### config.mk
export PLATFORM = sky130hd
export DESIGN_NAME = fetch_stage
export DESIGN_NICKNAME = d
export VERILOG_FILES = /design/src/rtl/fetch_stage.sv
export SDC_FILE = /design/constraint.sdc
export NUM_CORES = 1
export LEC_CHECK = 0
export CAP_MARGIN = 20
export CORE_ASPECT_RATIO = 0.7
export CORE_MARGIN = 2
export CORE_UTILIZATION = 40
export DETAILED_ROUTE_END_ITERATION = 12
export GPL_TIMING_DRIVEN = 0
export HOLD_SLACK_MARGIN = 0.1
export PLACE_DENSITY = 0.75
export SYNTH_ARGS = -nofsm -noshare
export SYNTH_HDL_FRONTEND = slang
export SYNTH_SLANG_ARGS = --single-unit
### constraint.sdc
create_clock -name clk_i -period 2.3 [get_ports clk_i]
set_input_delay 0.345 -clock clk_i [delete_from_list [all_inputs] [get_ports clk_i]]
set_output_delay 0.345 -clock clk_i [all_outputs]
set_load 0.03 [all_outputs]
### src/rtl/fetch_stage.sv
// ---------------------------------------------------------------------------
// fetch_stage
//
// Instruction-fetch stage of the MIPS pipeline. This module owns the program
// counter and drives the instruction-memory address. It registers each
// fetched word, together with its PC+4, into the IF/ID pipeline register.
//
// Per-edge priority, highest first: reset > branch redirect > stall > fetch.
//
// Parameters
//   PC_RESET        PC loaded on reset (word aligned)
//   NOP_WORD        bubble word placed in IF/ID on reset or redirect
//
// Ports
//   clk_i           rising-edge clock
//   reset_n_i       synchronous, active-low reset
//   stall_i         hold PC, IF/ID and fetch counter this cycle
//   branch_taken_i  redirect fetch to branch_target_i and squash IF/ID
//   branch_target_i redirect address, bits [1:0] forced to zero
//   imem_data_i     instruction word at imem_addr_o (combinational memory)
//   imem_addr_o     current PC
//   instr_o         IF/ID instruction register
//   pc_plus4_o      IF/ID copy of fetch PC + 4
//   opcode_o        instr_o[31:26], consumed directly by the control unit
//   valid_o         IF/ID holds a real (non-bubble) instruction
//   fetch_count_o   number of instructions accepted into IF/ID
// ---------------------------------------------------------------------------
module fetch_stage #(
    parameter logic [31:0] PC_RESET = 32'h0040_0000,
    parameter logic [31:0] NOP_WORD = 32'h0000_0000
) (
    input  logic        clk_i,
    input  logic        reset_n_i,
    input  logic        stall_i,
    input  logic        branch_taken_i,
    input  logic [31:0] branch_target_i,
    input  logic [31:0] imem_data_i,
    output logic [31:0] imem_addr_o,
    output logic [31:0] instr_o,
    output logic [31:0] pc_plus4_o,
    output logic [5:0]  opcode_o,
    output logic        valid_o,
    output logic [31:0] fetch_count_o
);

    logic [31:0] pc;
    logic [31:0] if_instr;
    logic [31:0] if_pc_plus4;
    logic        if_valid;
    logic [31:0] fetch_count;
    logic [31:0] pc_next_seq;

    // Sequential PC increment; 32-bit modulo, so 0xFFFF_FFFC wraps to 0.
    assign pc_next_seq = pc + 32'd4;

    // A redirect beats a stall because the instruction being held in ID
    // is on the wrong path. A stall ignores imem_data_i entirely, so
    // nothing is skipped or repeated when it releases.
    always_ff @(posedge clk_i) begin
        if (!reset_n_i) begin
            pc          <= PC_RESET;
            if_instr    <= NOP_WORD;
            if_pc_plus4 <= 32'd0;
            if_valid    <= 1'b0;
            fetch_count <= 32'd0;
        end else if (branch_taken_i) begin
            pc          <= {branch_target_i[31:2], 2'b00};
            if_instr    <= NOP_WORD;
            if_pc_plus4 <= 32'd0;
            if_valid    <= 1'b0;
        end else if (!stall_i) begin
            pc          <= pc_next_seq;
            if_instr    <= imem_data_i;
            if_pc_plus4 <= pc_next_seq;
            if_valid    <= 1'b1;
            fetch_count <= fetch_count + 32'd1;
        end
    end

    assign imem_addr_o   = pc;
    assign instr_o       = if_instr;
    assign pc_plus4_o    = if_pc_plus4;
    assign valid_o       = if_valid;
    assign fetch_count_o = fetch_count;

    // A bubble presents opcode 0 (R-type). The NOP writes $0, so decoding
    // it is harmless.
    assign opcode_o = if_instr[31:26];

endmodule

# == Yosys cells after proc, flatten, opt, wreduce, memory -nomap -nowiden ==
# Cells that the tools add are included.
# op_classes
add_sub_neg,2
eq_ne,1
muxes,2
bitwise,3
reduce_logical,2
# op_table
operator,count
$mux W32,2
$add A32 B1 Y32 const B,1
$add A32 B3 Y32 const B,1
$not A1 Y1,3
$ne A2 B1 Y1 const B,1
$reduce_and A2 Y1,1
$reduce_or A2 Y1,1
# word_totals
regBits,129
in_bits,68
output_inout_bits,135

# == Depth between registers and ports, before layout ==
# Gate-level depths: netlist (run 1).
# depth
depth_word,3
depth_mapped,7
mapped_depth_nobuf,5

# == Worst setup path before layout (run 1) ==
# Ideal clock, no wire load.
# synth_path
path_type,reg-to-reg
startpoint,"register pc[2], in the netlist imem_addr_o[2]"
endpoint,"register pc[28], in the netlist imem_addr_o[28]"
setup_ns,0.074
t_arrival_ns,2.247
setup_slack_ns,-0.021
stages_incl_launch_ff,7
cell_sequence,dfxtp_1 -> ha_1 -> nand4b_1 -> or3_1 -> clkbuf_1 -> or4_1 -> a31oi_1
# synth_via
elab_chain_len,3
# synth_rtl
item,line,source
start: declaration,46,logic [31:0] pc;
start signal: assignment,67,"pc <= {branch_target_i[31:2], 2'b00};"
start signal: assignment,72,pc <= pc_next_seq;
$add A32 B3 Y32,54,assign pc_next_seq = pc + 32'd4;
$mux W32,71,end else if (!stall_i) begin
$mux W32,66,end else if (branch_taken_i) begin
# No other way between the ends. The select of a mux whose other input is x is not followed.
# A chain may end at the register's enable or synchronous reset.

# == Worst setup path in the final report (run 1) ==
# layout_path
startpoint,"register pc[3], in the netlist imem_addr_o[3]"
endpoint,"register pc[28], in the netlist imem_addr_o[28]"
# The elaborated chain is that of the path after synthesis.

==> reports/results.ini, run 1 <==
[synthesis]
synth_warnings=0
syn_inst=695
synth.cell_area_um2=5920
synth_edf_count=0
ys_seq_area_frac=0.423
ys.flop_type=dfxtp_1
synth_seq_cells=125
synth.avg_cell_area_um2=8.52
async_flop_share=0
synth_cell_types=51

[place]
gp_congestion=0.886
placedInstanceArea_um2=8130
dp_hpwl_um=14700
dp_cells=1088
portBuffers=195

[worst_hold_path]
hold_path.class=register to register
worstHoldPathCells=2
whs_endpoint=fetch_count_o[31]
min_from=fetch_count_o[31]

[power]
leakage_uw=0.00302
p_clk_frac=0.468
switching_share=0.266
combPwrFrac=0.136
p_seq_frac=0.396
power.density_nw_per_um2=667
p_int_uw=4310
max-vdd-ir-drop_mv=0.524
netSwitchingPower_uw=1570

[clocking]
path_clk_slew_ns=0.06
cts_tree=yes
numCtsBuffers=17
cts_hold_buf=0
clock_latency_ns=0.41
clockBufferDepth=2
clock-root-buffer=clkbuf_16
numClockSinks=125
htreeDepth=4

[global_route]
grt_use_total=0.252
grt_pass1_vias=5643
antenna_found_initial=0
grt_max_degree=17
grt_pass1_wl_um=30900
overflow=0

[sta]
slew_headroom=0.509
holdWs_ns=0.465
setup_viol=0
drv_slew=0
fin_crit_sh=0.959
fin_crit_ns=2.21
hold_viol_final=0
max_freq_mhz=453
clock-skew-final_ns=0.00765
tightestPinTransition_ns=0.736

[floorplanning]
io_pins=203
fp-row-count=37
initial_core_util=0.406
die_width_um=149
core_area_um2=14600
die-area_um2=15800
die_y_um=106

[worst_setup_path]
cp.arrival_ns=2.54
crit_type=register to register
rr_worst_depth=6
cp-start-kind=register
cp_cell_sequence=ha_1, nand4b_1, or3_1, clkbuf_1, or4_1, a31oi_1
cp_slowest_cell=or4_1
reg2reg_to=imem_addr_o[28]
required_ns=2.64
critPathMaxStageDelay_ns=0.51
cp-end-kind=register
reg2reg_slack_ns=0.09
reg2reg_from=imem_addr_o[3]
cp_max_fo=10

[layout]
final_cells=1120
nets=982
diodes=0
drive_gt1_frac=0.0843
final_util=0.604
area_growth_pct=48.8
design_area_um2=8810

[status]
outcome=completed

[route]
routed_wl_um=20400
drtPass1Iterations=5
wl_per_cell_um=18.2
met1_length_um=9410
top_layer=met4
routed-wl-met3_um=2080
drt_iter0_drc=620
ant_nets=0
vias_per_cell=5.60
route.detailed.drc=0
vias=6276
dr_wl_met2_um=8610

[flow_run]
max_cap_viol_count=0

-- cells in the mapped netlist (all sizes together) (15+ instances only) --
cell type,instances,share of area
a21oi,45,0.038
a31oi,15,0.016
buf,17,0.019
clkbuf,53,0.034
dfxtp,125,0.42
mux2i,35,0.059
nand2,33,0.021
nand3,15,0.013
nand4,25,0.030
nor2,62,0.039
nor3,20,0.017
nor4,16,0.018
o21ai,66,0.056
o31ai,16,0.020
or3,26,0.027
or4,21,0.027
xnor2,27,0.040
-- worst max-delay path: cells and delay by family (launching register included) --
| family | cells | cell delay [ns] |
|---|---|---|
| and+or+nand+nor | 3 | 1.07 |
| DFF | 1 | 0.38 |
| adders and majority gates | 1 | 0.26 |
| buffers and inverters | 1 | 0.24 |
| AOI/OAI and AO/OA | 1 | 0.17 |
-- how the worst max path moves through the flow --
| stage | startpoint | endpoint | slack (ns) | depth (start not counted) |
|---|---|---|---|---|
| 2_1_floorplan | imem_addr_o[17] | pc_plus4_o[30] | 0.08 | 6 |
| 3_3_place_gp | stall_i | instr_o[7] | -0.74 | 6 |
| 3_5_place_dp | stall_i | instr_o[6] | -0.78 | 6 |
| 4_1_cts | fetch_count_o[2] | fetch_count_o[26] | 0.003 | 6 |
| 5_1_grt | imem_addr_o[6] | imem_addr_o[23] | -0.04 | 5 |
| 6_report | imem_addr_o[3] | imem_addr_o[28] | 0.09 | 6 |
-- sequential cells by signal, indices dropped and copies added (netlist names) --
signal / cells
fetch_count_o: 32
imem_addr_o: 30
pc_plus4_o: 30
instr_o: 32
valid_o: 1
-- layer usage --
metal	global-route usage	up-vias
met2	0.356	307
met4	0.0639	0
met5	0	-
met3	0.0805	31
met1	0.368	2951
li1	-	2987
-- per-stage QoR --
stage	power, µW	setup WS (ns)	setup TNS (ns)
global placement	3150	-0.739	-34.81
finish	5880	0.0938	0
floorplan	2780	0.0755	0
detailed placement	3160	-0.782	-36.38
CTS	5900	0.00278	0
global route	6050	-0.0429	-0.0429
-- cells in the final DEF, fill, tap and decap left out, types with 4 or more instances in the layout --
cell type / n
nand3_1: 15
dfxtp_2: 4
and2_1: 4
o21ai_0: 66
clkdlybuf4s50_1: 195
clkbuf_16: 17
dfxtp_1: 121
a31oi_1: 15
a211oi_1: 5
clkbuf_1: 37
or4_4: 4
a21oi_1: 45
or4_1: 17
xor2_1: 5
o31ai_1: 16
nor2_1: 62
nor3_1: 20
nand2_1: 33
or3_1: 26
nand4_1: 23
conb_1: 4
inv_1: 8
a311oi_1: 9
nor4_1: 13
buf_4: 14
o31a_1: 4
clkbuf_2: 13
mux2i_1: 35
and4_1: 11
xnor2_1: 27
nand2b_1: 4
-- logic make-up after synthesis --
| kind of cell | after synthesis | share of synthesized area |
|---|---|---|
| AO/OA/AOI/OAI | 171 | 0.172 |
| multiplexers | 35 | 0.0592 |
| buffers and inverters | 79 | 0.0594 |
| AND/OR/NAND/NOR | 250 | 0.235 |
| flip-flops | 125 | 0.423 |
| adder cells (fa/ha/maj) | 2 | 0.00422 |
| other | 1 | 0.000633 |
| XOR/XNOR | 32 | 0.0473 |
-- final cells by class --
cell class / count / area (µm²)
Clock buffer: 19 / 433
Clock inverter: 13 / 165
Buffer: 67 / 330
Inverter: 9 / 33.8
Sequential cell: 125 / 2510
Multi-Input combinational cell: 494 / 3120
Timing Repair Buffer: 198 / 1970
Fill cell: 1299 / 5770
Tap cell: 195 / 244
-- power by group through the flow --
| stage | clock, µW | sequential (µW) | combinational [µW] |
|---|---|---|---|
| 2_1_floorplan | 0 | 2500 | 276 |
| 3_3_place_gp | 0 | 2360 | 788 |
| 3_5_place_dp | 0 | 2370 | 792 |
| 4_1_cts | 2780 | 2320 | 796 |
| 5_1_grt | 2860 | 2340 | 848 |
| 6_report | 2750 | 2330 | 799 |
-- timing repair --
| item | CTS | global route |
|---|---|---|
| setup buffers | 2 | 1 |
| pin swaps | 2 | 4 |
| gates resized for setup | 8 | 25 |
| setup endpoints to repair | 53 | 48 |
| gates cloned | 0 | 0 |
Note: power is estimated with default switching activity, not from simulation.
==> run 2, diff against run 1 <==
GPL_TIMING_DRIVEN = default   (was 0)
SLEW_MARGIN = 15   (was default)
==> run 2 against run 1 <==
Clock skew up 0.0019 ns. Clock-buffer cell count down 1. Maximum frequency up 3.6%. Design area up 0.18%. Critical path type unchanged. Register-to-register slack improved by 0.08 ns. Global-route usage fell by 1.8 points. Non-clock buffer count fell by 21. Core utilization up 0.11 points.
==> reports/results.ini, run 2 (synthesized netlist as in run 1, its figures left out) <==
[sta]
slew_headroom=0.540
hold_viol_final=0
fin_crit_sh=0.926
rsz0062_at_grt=no
fin_setup_tns_ns=0
drv_slew=0
fin_crit_ns=2.13
tightestPinTransition_ns=0.690
max_freq_mhz=469
holdWs_ns=0.327
clock-skew-final_ns=0.00956
setup_viol=0

[worst_setup_path]
cp_slowest_cell=or3_1
reg2reg_slack_ns=0.17
cp-start-kind=register
reg2reg_from=imem_addr_o[10]
rr_worst_depth=4
worst-path-buf-inv=0
reg2reg_to=pc_plus4_o[28]
required_ns=2.64
crit_type=register to register
path_delay_family=simple AND/OR/NAND/NOR gates
cp.arrival_ns=2.47
cp-end-kind=register
cp.depth=4
critPathMaxStageDelay_ns=0.59
cp_cell_sequence=nand4_1, or3_1, or4_1, a31oi_1
cp_max_fo=13

[route]
route.detailed.drc=0
drtPass1Iterations=6
vias=6037
drt_iter0_drc=455
vias_per_cell=5.49
wl_per_cell_um=16.9
ant_nets=0
routed_wl_um=18600

[layout]
diodes=0
layout_commonest_cell=clkdlybuf4s50_1
area_growth_pct=49.1
drive_gt1_frac=0.0985
final_cells=1099
final_util=0.605
nets=961
final_cell_mix=195 x clkdlybuf4s50_1, 123 x dfxtp_1, 66 x o21ai_0, 62 x nor2_1, 46 x buf_4

[worst_hold_path]
whs_endpoint=fetch_count_o[1]
min_from=stall_i
worstHoldPathCells=3
hold_path.class=primary input to register

[clocking]
clock-root-buffer=clkbuf_16
path_clk_slew_ns=0.06
numClockSinks=125
numCtsBuffers=17
htreeDepth=4
cts_setup_buffers=0
clockBufferDepth=2
cts_resized=0
clock_latency_ns=0.42
cts_hold_buf=0
cts_tree=yes

[global_route]
grt_pass1_vias=5444
grt_max_degree=50
grt_pass1_wl_um=29200
overflow=0
grt_use_total=0.234
antenna_found_initial=0

[floorplanning]
die_y_um=106
die-area_um2=15800
core_area_um2=14600
io_pins=203
initial_core_util=0.406
die_width_um=149
fp-row-count=37

[power]
max-vdd-ir-drop_mv=0.580
leakage_uw=0.00304
power.density_nw_per_um2=675

[place]
portBuffers=196
dp_hpwl_um=13100
gp_congestion=0.843
dp_cells=1067

[flow_run]
max_cap_viol_count=0

[status]
outcome=completed

==> run 2: cell count changes in the layout (fill, tap and decap cells not counted), moves of 3 or more <==
cell,change
or4_4,-3
buf_4,+32
clkbuf_2,-13
or4_1,+3
clkbuf_1,-37
clkbuf_4,-3
==> run 2: power breakdown <==
group / internal [µW] / switching (µW) / leakage (µW)
Sequential: 2240 / 71.1 / 0.00102
Clock: 1760 / 1090 / 0.000299
Combinational: 367 / 431 / 0.00172
==> run 2: worst min-delay path: stages <==
cell and delay (ns):
buf_2 0.12, o21ai_0 0.09, a21oi_1 0.14
==> run 2: how the worst max path moves through the flow <==
stage                    start                 to  slack (ns)
2_1_floorplan  imem_addr_o[17]     pc_plus4_o[30]        0.08
3_3_place_gp    branch_taken_i  fetch_count_o[16]        0.04
3_5_place_dp    branch_taken_i  fetch_count_o[26]        0.03
4_1_cts         imem_addr_o[2]     pc_plus4_o[28]        0.18
5_1_grt        imem_addr_o[10]     pc_plus4_o[28]        0.03
6_report       imem_addr_o[10]     pc_plus4_o[28]        0.17
==> run 2: final cells by class <==
cell class              count  area, µm²
clock buffers              18        439
fillers                  1290       5750
multi-input cells         494       3080
flip-flops and latches    125       2500
inverters                   9       33.8
well taps                 195        244
clock inverters            14        183
repair buffers            244       2340
==> run 2: stage by stage <==
stage / cell area, µm² / power, µW / worst slack (ns)
floorplan: 5940 / 2780 / 0.0755
global placement: 8210 / 3150 / 0.0404
detailed placement: 8210 / 3150 / 0.0276
CTS: 8830 / 5990 / 0.181
global route: 8830 / 6160 / 0.0298
finish: 8830 / 5960 / 0.170
==> run 2: layer usage <==
metal / up-vias / wire length [µm] / global-route usage / share of wire
met5: - / 0 / 0 / 0
met4: 0 / 290 / 0.0701 / 0.016
met3: 27 / 1460 / 0.0602 / 0.079
met2: 239 / 8080 / 0.337 / 0.43
met1: 2813 / 8750 / 0.341 / 0.47
li1: 2958 / - / - / -
==> run 3, diff against run 2 <==
CELL_PAD_IN_SITES_DETAIL_PLACEMENT = 1   (was default)
CELL_PAD_IN_SITES_GLOBAL_PLACEMENT = 2   (was default)
CORE_UTILIZATION = 26   (was 40)
GPL_ROUTABILITY_DRIVEN = 1   (was default)
PLACE_DENSITY = 0.84   (was 0.75)
==> run 3 against run 2 <==
Via count is 0.78% lower. Non-clock buffer count is 7 higher. Critical endpoint is now imem_addr_o[28]. First-iteration DRC count is 23% lower. Die area is 52% higher. Combinational power is 2% higher. Sequential share of layout area is 0.42 points lower. Critical path depth stayed put. Highest routed layer unchanged.
==> reports/results.ini, run 3 (synthesized netlist as in run 1, its figures left out) <==
[status]
outcome=completed

[global_route]
antenna_found_initial=0
overflow=0
grt_use_total=0.179
grt_max_degree=49
grt_pass1_vias=5787
grt_pass1_wl_um=33200

[power]
p_int_uw=4090
combPwrFrac=0.144
power_uw=5670
power.density_nw_per_um2=633
max-vdd-ir-drop_mv=0.430
leakage_uw=0.00304
p_seq_frac=0.409
netSwitchingPower_uw=1580
switching_share=0.279
p_clk_frac=0.448

[sta]
fin_crit_ns=2.12
setup_viol=0
rsz0062_at_grt=no
holdWs_ns=0.436
hold_viol_final=0
tightestPinTransition_ns=0.743
clock-skew-final_ns=0.0101
slew_headroom=0.505
drv_slew=0
max_freq_mhz=471
fin_crit_sh=0.924

[worst_setup_path]
reg2reg_from=imem_addr_o[16]
cp-startpoint=imem_addr_o[16]
required_ns=2.65
cp-start-kind=register
cp.arrival_ns=2.47
crit_type=register to register
cp-end-kind=register
rr_worst_depth=4
cp_max_fo=12

[layout]
multi_input_area_um2=3090
design_area_um2=8960
layout_commonest_cell=clkdlybuf4s50_1
final_cell_mix=195 x clkdlybuf4s50_1, 123 x dfxtp_1, 66 x o21ai_0, 62 x nor2_1, 53 x buf_4
num-fill-cells=2603
ff_latch_area_um2=2500
area_growth_pct=51.3
diodes=0
final_util=0.398
nets=968
drive_gt1_frac=0.107

[clocking]
clockBufferDepth=2
numClockSinks=125
numCtsBuffers=17
path_clk_slew_ns=0.06
htreeDepth=4
clock_latency_ns=0.42
clock-root-buffer=clkbuf_16
cts_tree=yes

[place]
portBuffers=196
gp_congestion=0.757
placedInstanceArea_um2=8400
dp_hpwl_um=15800

[worst_hold_path]
hold_path.class=primary input to register
worstHoldPathCells=4
min_from=stall_i

[floorplanning]
fp-row-count=46
die_y_um=130
io_pins=203
die_width_um=184
initial_core_util=0.263
die-area_um2=24000
core_area_um2=22500

[route]
ant_nets=0
vias_per_cell=4.90
route.detailed.drc=0
vias=5990
drtPass1Iterations=4
drt_iter0_drc=351
wl_per_cell_um=17.7
routed_wl_um=21600

[flow_run]
max_cap_viol_count=0

-- run 3: final cells by class --
cell class                      count  share of cell area
Clock buffer                       17              0.0475
Clock inverter                     14              0.0135
Inverter                            9             0.00377
Multi-Input combinational cell    494               0.345
Sequential cell                   125               0.280
Tap cell                          312              0.0436
Timing Repair Buffer              251               0.267
-- run 3: layer usage --
layer	share of wire	routed length, µm	global-route usage
met1	0.50	10900	0.259
met2	0.43	9270	0.263
met3	0.056	1210	0.0500
met4	0.011	246	0.0438
met5	0	0	0
-- run 3: final timing paths --
| check | to | slack (ns) |
|---|---|---|
| max reg2reg | imem_addr_o[28] | 0.18 |
| max | imem_addr_o[28] | 0.18 |
| min | imem_addr_o[18] | 0.44 |
| min reg2reg | valid_o | 0.46 |
-- run 3: timing repair --
item                       in CTS  in global routing
setup endpoints to repair       0                  3
resized for setup               0                  2
hold buffers                    0                  0
setup buffers                   0                  1
-- run 3: power groups by stage --
stage / registers [µW] / clock network (µW) / logic [µW]
after global routing: 2330 / 2700 / 874
final: 2320 / 2540 / 815
after CTS: 2320 / 2600 / 825
after floorplan: 2500 / 0 / 276
after global placement: 2360 / 0 / 812
after detailed placement: 2370 / 0 / 820
-- run 3: stage by stage --
step	instances	setup WS, ns	setup TNS, ns
after CTS	1221	0.138	0
after detailed placement	1190	-0.00764	-0.00764
after global placement	1190	0.0448	0
after floorplan	698	0.0755	0
final	1222	0.176	0
after global routing	1222	0.0165	0
-- run 3: worst max-delay path, cell delays in order (launching register included) --
cell	delay, ns
dfxtp_1	0.40
nand4_1	0.18
or4_1	0.74
or4_1	0.55
a31oi_1	0.17
